==> src/rtl/mem_sequencer_if.sv <==
// Avalon-style single memory port between mem_sequencer (master) and the bus (slave).
// Carries address, strobes, byte enables and write data out, and waitrequest back.
interface mem_sequencer_if;
    logic [31:0] address;
    logic        read;
    logic        write;
    logic [3:0]  byteenable;
    logic [31:0] writedata;
    logic        waitrequest;

    modport master (
        output address, read, write, byteenable, writedata,
        input  waitrequest
    );

    modport slave (
        input  address, read, write, byteenable, writedata,
        output waitrequest
    );
endinterface

==> src/rtl/mem_sequencer.sv <==
// Multi-cycle CPU controller: FETCH/EXEC1/EXEC2/HALTED sequencing and memory port arbitration.
// Optional performance counters are built only when PERF_COUNTER_EN is defined.
//
//  state  | meaning
//  FETCH  | instruction read on the bus at pc_i
//  EXEC1  | read data valid; latch data request, decide halt
//  EXEC2  | optional load/store; waits on waitrequest_i and stall_i
//  HALTED | absorbing until reset; bus idle, active_o low
module mem_sequencer #(
    parameter int unsigned TIMEOUT_CYCLES = 0
) (
    input  logic                 clk,
    input  logic                 reset_n_i,
    mem_sequencer_if.master      bus,
    input  logic [31:0]          pc_i,
    input  logic                 data_req_i,
    input  logic                 data_we_i,
    input  logic [31:0]          data_addr_i,
    input  logic [3:0]           data_be_i,
    input  logic [31:0]          data_wdata_i,
    input  logic                 halt_req_i,
    input  logic                 stall_i,
    output logic [1:0]           state_o,
    output logic                 active_o,
    output logic                 bus_err_o,
    output logic [31:0]          instr_count_o,
    output logic [31:0]          wait_count_o
);

    typedef enum logic [1:0] {
        FETCH  = 2'd0,
        EXEC1  = 2'd1,
        EXEC2  = 2'd2,
        HALTED = 2'd3
    } state_t;

    state_t      state_q;
    logic        req_q;
    logic        we_q;
    logic [31:0] addr_q;
    logic [3:0]  be_q;
    logic [31:0] wdata_q;
    logic        done_q;
    logic [31:0] wait_q;
    logic        bus_err_q;

    logic        rd;
    logic        wr;
    logic [31:0] addr;
    logic [3:0]  be;
    logic [31:0] wdata;
    logic        strobe;
    logic        stalled;
    logic        accepted;
    logic        data_pending;
    logic [31:0] wait_nxt;
    logic        timeout_hit;

    // Strobes come straight from the registered state so they are forced low in the reset cycle.
    always_comb begin
        rd    = 1'b0;
        wr    = 1'b0;
        addr  = 32'h0;
        be    = 4'h0;
        wdata = 32'h0;
        data_pending = (state_q == EXEC2) && req_q && !done_q;
        if (reset_n_i) begin
            case (state_q)
                FETCH: begin
                    rd   = 1'b1;
                    addr = pc_i;
                    be   = 4'hF;
                end
                EXEC2: begin
                    if (data_pending) begin
                        rd    = ~we_q;
                        wr    = we_q;
                        addr  = addr_q;
                        be    = be_q;
                        wdata = we_q ? wdata_q : 32'h0;
                    end
                end
                default: ;
            endcase
        end
        strobe      = rd | wr;
        stalled     = strobe & bus.waitrequest;
        accepted    = strobe & ~bus.waitrequest;
        wait_nxt    = wait_q + 32'd1;
        timeout_hit = (TIMEOUT_CYCLES != 0) && stalled && (wait_nxt >= 32'(TIMEOUT_CYCLES));
    end

    always_ff @(posedge clk) begin
        if (!reset_n_i) begin
            state_q   <= FETCH;
            req_q     <= 1'b0;
            we_q      <= 1'b0;
            addr_q    <= 32'h0;
            be_q      <= 4'h0;
            wdata_q   <= 32'h0;
            done_q    <= 1'b0;
            wait_q    <= 32'h0;
            bus_err_q <= 1'b0;
        end else begin
            if (!stalled)
                wait_q <= 32'h0;
            else if (wait_q != 32'hFFFF_FFFF)
                wait_q <= wait_nxt;

            case (state_q)
                FETCH: begin
                    if (timeout_hit) begin
                        state_q   <= HALTED;
                        bus_err_q <= 1'b1;
                    end else if (accepted) begin
                        state_q <= EXEC1;
                    end
                end
                EXEC1: begin
                    req_q   <= data_req_i;
                    we_q    <= data_we_i;
                    addr_q  <= data_addr_i;
                    be_q    <= data_be_i;
                    wdata_q <= data_wdata_i;
                    done_q  <= 1'b0;
                    state_q <= halt_req_i ? HALTED : EXEC2;
                end
                EXEC2: begin
                    if (accepted)
                        done_q <= 1'b1;
                    if (timeout_hit) begin
                        state_q   <= HALTED;
                        bus_err_q <= 1'b1;
                    end else if ((!data_pending || !bus.waitrequest) && !stall_i) begin
                        state_q <= FETCH;
                    end
                end
                default: state_q <= HALTED;
            endcase
        end
    end

    assign bus.address    = addr;
    assign bus.read       = rd;
    assign bus.write      = wr;
    assign bus.byteenable = be;
    assign bus.writedata  = wdata;
    assign state_o        = state_q;
    assign active_o       = reset_n_i && (state_q != HALTED);
    assign bus_err_o      = bus_err_q;

`ifdef PERF_COUNTER_EN
    logic [31:0] instr_cnt_q;
    logic [31:0] wait_cnt_q;

    always_ff @(posedge clk) begin
        if (!reset_n_i) begin
            instr_cnt_q <= 32'h0;
            wait_cnt_q  <= 32'h0;
        end else begin
            if ((state_q == FETCH) && accepted && (instr_cnt_q != 32'hFFFF_FFFF))
                instr_cnt_q <= instr_cnt_q + 32'd1;
            if (stalled && (wait_cnt_q != 32'hFFFF_FFFF))
                wait_cnt_q <= wait_cnt_q + 32'd1;
        end
    end

    assign instr_count_o = instr_cnt_q;
    assign wait_count_o  = wait_cnt_q;
`else
    assign instr_count_o = 32'h0;
    assign wait_count_o  = 32'h0;
`endif

endmodule

==> src/flat_wrapper.sv <==
// flat-port wrapper written by rule: the top's interface ports become plain ports
module mem_sequencer_flat 
#(
    parameter int unsigned TIMEOUT_CYCLES = 0
)
  (clk, reset_n_i, pc_i, data_req_i, data_we_i, data_addr_i, data_be_i, data_wdata_i, halt_req_i, stall_i, state_o, active_o, bus_err_o, instr_count_o, wait_count_o, bus_address, bus_read, bus_write, bus_byteenable, bus_writedata, bus_waitrequest);
  mem_sequencer_if bus_i ();
  input  logic clk;
  input  logic reset_n_i;
  input  logic [31:0] pc_i;
  input  logic data_req_i;
  input  logic data_we_i;
  input  logic [31:0] data_addr_i;
  input  logic [3:0] data_be_i;
  input  logic [31:0] data_wdata_i;
  input  logic halt_req_i;
  input  logic stall_i;
  output logic [1:0] state_o;
  output logic active_o;
  output logic bus_err_o;
  output logic [31:0] instr_count_o;
  output logic [31:0] wait_count_o;
  output wire logic [$bits(bus_i.address)-1:0] bus_address;
  output wire logic [$bits(bus_i.read)-1:0] bus_read;
  output wire logic [$bits(bus_i.write)-1:0] bus_write;
  output wire logic [$bits(bus_i.byteenable)-1:0] bus_byteenable;
  output wire logic [$bits(bus_i.writedata)-1:0] bus_writedata;
  input wire logic [$bits(bus_i.waitrequest)-1:0] bus_waitrequest;
  assign bus_address = bus_i.address;
  assign bus_read = bus_i.read;
  assign bus_write = bus_i.write;
  assign bus_byteenable = bus_i.byteenable;
  assign bus_writedata = bus_i.writedata;
  assign bus_i.waitrequest = bus_waitrequest;
  mem_sequencer #(.TIMEOUT_CYCLES(TIMEOUT_CYCLES)) u_core (.clk(clk), .reset_n_i(reset_n_i), .bus(bus_i), .pc_i(pc_i), .data_req_i(data_req_i), .data_we_i(data_we_i), .data_addr_i(data_addr_i), .data_be_i(data_be_i), .data_wdata_i(data_wdata_i), .halt_req_i(halt_req_i), .stall_i(stall_i), .state_o(state_o), .active_o(active_o), .bus_err_o(bus_err_o), .instr_count_o(instr_count_o), .wait_count_o(wait_count_o));
endmodule
==> config.mk <==
export PLATFORM = sky130hd
export DESIGN_NAME = mem_sequencer_flat
export DESIGN_NICKNAME = d
export VERILOG_FILES = /design/src/rtl/mem_sequencer_if.sv /design/src/rtl/mem_sequencer.sv /design/src/flat_wrapper.sv
export SDC_FILE = /design/constraint.sdc
export NUM_CORES = 1
export LEC_CHECK = 0
export ABC_AREA = 1
export CAP_MARGIN = 20
export CORE_MARGIN = 2
export CORE_UTILIZATION = 40
export CTS_BUF_LIST = sky130_fd_sc_hd__clkbuf_8
export CTS_CLUSTER_SIZE = 12
export DETAILED_ROUTE_END_ITERATION = 10
export PLACE_DENSITY = 0.93
export SLEW_MARGIN = 10
export SYNTH_ARGS = -nofsm -noshare
export SYNTH_HDL_FRONTEND = slang
export SYNTH_SLANG_ARGS = --single-unit
==> constraint.sdc <==
create_clock -name clk -period 2.2 [get_ports clk]
set_input_delay 0.44 -clock clk [delete_from_list [all_inputs] [get_ports clk]]
set_output_delay 0.44 -clock clk [all_outputs]
set_load 0.02 [all_outputs]
==> flow_summary.json <==
{
  "combPwrFrac_pct": 30.9,
  "reg2reg_slack_ps": 580,
  "finalMaxSlewViolations": 0,
  "worstSetupStartpointType": "register",
  "crit_end": "bus_address[27]",
  "die_w_microns": 101,
  "grt_max_degree": 45,
  "required_ps": 1760,
  "cts_tree": "built",
  "synth_top_family_by_area": "buffers and inverters",
  "synth-simple-area-share_pct": 19.4,
  "fin_worst_skew_ps": 15.6,
  "pin_count": 245,
  "drc": 0,
  "antenna_found_initial": 0,
  "die_h_microns": 101,
  "drive_gt1_share_pct": 15.8,
  "clock_latency_ps": 350,
  "internal_power_mw": 2.44,
  "ys_warn_count": 0,
  "min_period_ps": 2090,
  "synth_compound_area_share_pct": 19.4,
  "synth_edf_count": 0,
  "final_cell_area_sq_um": 5330,
  "rows": 35,
  "min_path_type": "input port to register",
  "synth.area.top_cells": "dfxtp_1 39%, buf_4 14%, nor2_1 11%",
  "r2r_cells": 7,
  "postSynthCellCount": 551,
  "vdd_drop_max_v": 0.000530,
  "grt_pass1_wl_mm": 16.3,
  "drv_cap": 0,
  "setup.worst_path.end_class": "primary output",
  "vias": 3874,
  "gp_congestion": 0.752,
  "die-area_sq_um": 10200,
  "startpoint": "u_core.state_o[1]$_SDFFE_PN0P_",
  "cp.arrival_ps": 1650,
  "whs_ps": 405,
  "p_leak_nw": 2.43,
  "hpwl_mm": 7.74,
  "synthAdderAreaFrac_pct": 0,
  "netlist_area_sq_um": 3770,
  "viasPerCell": 4.62,
  "max_freq_ghz": 0.478,
  "synth_mux_area_share_pct": 0,
  "synth.distinct_cells": 16,
  "p_per_area_nw_per_um2": 712,
  "gr-total-overflow": 0,
  "htree_levels": 3,
  "synth_most_common_cell": "nor2_1",
  "synth_top_area_share_pct": 38.8,
  "synth_common_cells": "107 x nor2_1, 74 x a21oi_1, 74 x nand2_1, 73 x dfxtp_1, 72 x o21ai_0",
  "fill_cells": 906,
  "syn_area_per_cell_sq_um": 6.84,
  "seqPwrFrac_pct": 42.6,
  "setup_viol": 0,
  "finalWirelength_mm": 10.7,
  "ys.flop_type": "dfxtp_1",
  "cts_root_buffer": "clkbuf_8",
  "wire_per_inst_microns": 12.7,
  "antenna_cells": 0,
  "rr_endpoint": "u_core.addr_q[1]$_SDFFE_PN0P_",
  "start_util_pct": 41.0,
  "synth-seq-cells": 73,
  "swShare_pct": 35.6,
  "antenna_left": 0,
  "clkSinkCount": 73,
  "crit_path_max_fanout": 17,
  "core_area_sq_um": 9200,
  "cts_hold_buffers": 0,
  "fin_crit_sh_pct": 95.1,
  "port_buffers": 179,
  "hold_depth": 3,
  "first_pass_iters": 5,
  "ys_async_sr_fraction_pct": 0,
  "path_class": "register to primary output",
  "nets": 830,
  "first_iter_violations": 148,
  "numCtsBuffers": 9,
  "outcome": "completed",
  "area_delta_synth_final_pct": 41.5,
  "dpl-instance-area_sq_um": 5440,
  "grt_pass1_vias": 3503,
  "ys_seq_area_share_pct": 38.8,
  "post_cts_buffers": 0,
  "cts.reportedPaths.clkPinSlew_ps": 100,
  "clock_power_share_pct": 26.5,
  "synth_top_area_cell": "dfxtp_1",
  "r2r-start": "u_core.state_o[0]$_SDFFE_PN0P_",
  "grt_use_total_pct": 20.0,
  "clk_path_buf_depth": 2,
  "hold_viol_final": 0,
  "synth_xor_area_share_pct": 0,
  "switching_power_mw": 1.35
}
layer usage:
metal / vias to the layer above / routed length, microns / global-route usage [%]
met2: 155 / 5680 / 37.6
met1: 1753 / 4100 / 21.7
li1: 1946 / - / -
met3: 20 / 668 / 5.48
met5: - / 0 / 0
met4: 0 / 219 / 6.13
how the worst min path moves through the flow:
stage                                          from  slack, ps                         endpoint
floorplan            u_core.wdata_q[0]$_SDFFE_PN0P_        430   u_core.wdata_q[0]$_SDFFE_PN0P_
global placement    u_core.wdata_q[29]$_SDFFE_PN0P_        440  u_core.wdata_q[29]$_SDFFE_PN0P_
detailed placement  u_core.wdata_q[24]$_SDFFE_PN0P_        440  u_core.wdata_q[24]$_SDFFE_PN0P_
CTS                                       reset_n_i        390   u_core.wdata_q[8]$_SDFFE_PN0P_
global route                              reset_n_i        410   u_core.wdata_q[8]$_SDFFE_PN0P_
finish                                    reset_n_i        400   u_core.wdata_q[8]$_SDFFE_PN0P_
logic make-up after synthesis:
kind of cell,after synthesis
and+or+nand+nor,188
buffers and inverters,143
DFF,73
other,1
AOI/OAI and AO/OA,146
sequential cells by signal, indices dropped and copies added (netlist names):
register and cells:
u_core.req_q 1, u_core.state_o 2, u_core.we_q 1, u_core.wdata_q 32, u_core.be_q 4, u_core.done_q 1, u_core.addr_q 32
placed cells by master (no fill, tap or decap):
master           instances
clkinv_4                 1
buf_4                   13
clkbuf_2                22
dfxtp_1                 73
o21ai_0                 72
inv_2                    3
a21oi_1                 73
inv_1                   39
nor2_4                   2
inv_8                    2
clkbuf_8                 9
buf_2                   46
nor2_1                 106
nand2_2                  2
inv_4                    1
nor2_2                   2
conb_1                  65
clkdlybuf4s15_2          1
clkbuf_16                1
dlygate4sd2_1            1
inv_6                    4
nand3_1                  2
clkdlybuf4s50_1        108
buf_12                   5
nand2_1                 74
a21oi_2                  1
worst max-delay path, cell delays in order, from the launching register on:
cell and delay (ps):
dfxtp_1 360, inv_2 60, nor2_4 90, nand2_2 100, inv_4 100, buf_12 150
nand2_1 60, a21oi_1 120, clkdlybuf4s15_2 270
stage by stage:
step	power, mW	setup WS, ps	TNS [ps]	instances	utilization (%)
2_1_floorplan	2.46	298	0	615	-
3_5_place_dp	2.89	-28.6	-66.8	822	59.2
3_3_place_gp	2.85	-19.9	-34.2	822	59.2
5_1_grt	4.06	-8.94	-16.1	839	58.0
6_report	3.80	107	0	839	58.0
4_1_cts	3.87	0.140	0	838	61.5
final cells by class:
class | count | area, sq um | area share, %
sequential | 73 | 1460 | 27.4
timing repair buffer | 197 | 1660 | 31.2
inverter | 43 | 164 | 3.08
tap | 111 | 139 | 2.61
clock inverter | 7 | 66.3 | 1.24
multi-input combinational | 399 | 1710 | 32.1
clock buffer | 9 | 124 | 2.32
timing repair:
| action | CTS | global route |
|---|---|---|
| cloned | 0 | 1 |
| endpoints found under the setup margin | 70 | 69 |
| gates resized for setup | 188 | 70 |
power by group through the flow:
stage	registers, mW	logic (mW)	clock network [mW]
after global placement	1.64	1.21	0
after floorplan	1.64	0.823	0
after CTS	1.62	1.21	1.04
final	1.62	1.17	1.00
after detailed placement	1.65	1.24	0
after global routing	1.64	1.31	1.10
Power figures use the tool's default switching activity.
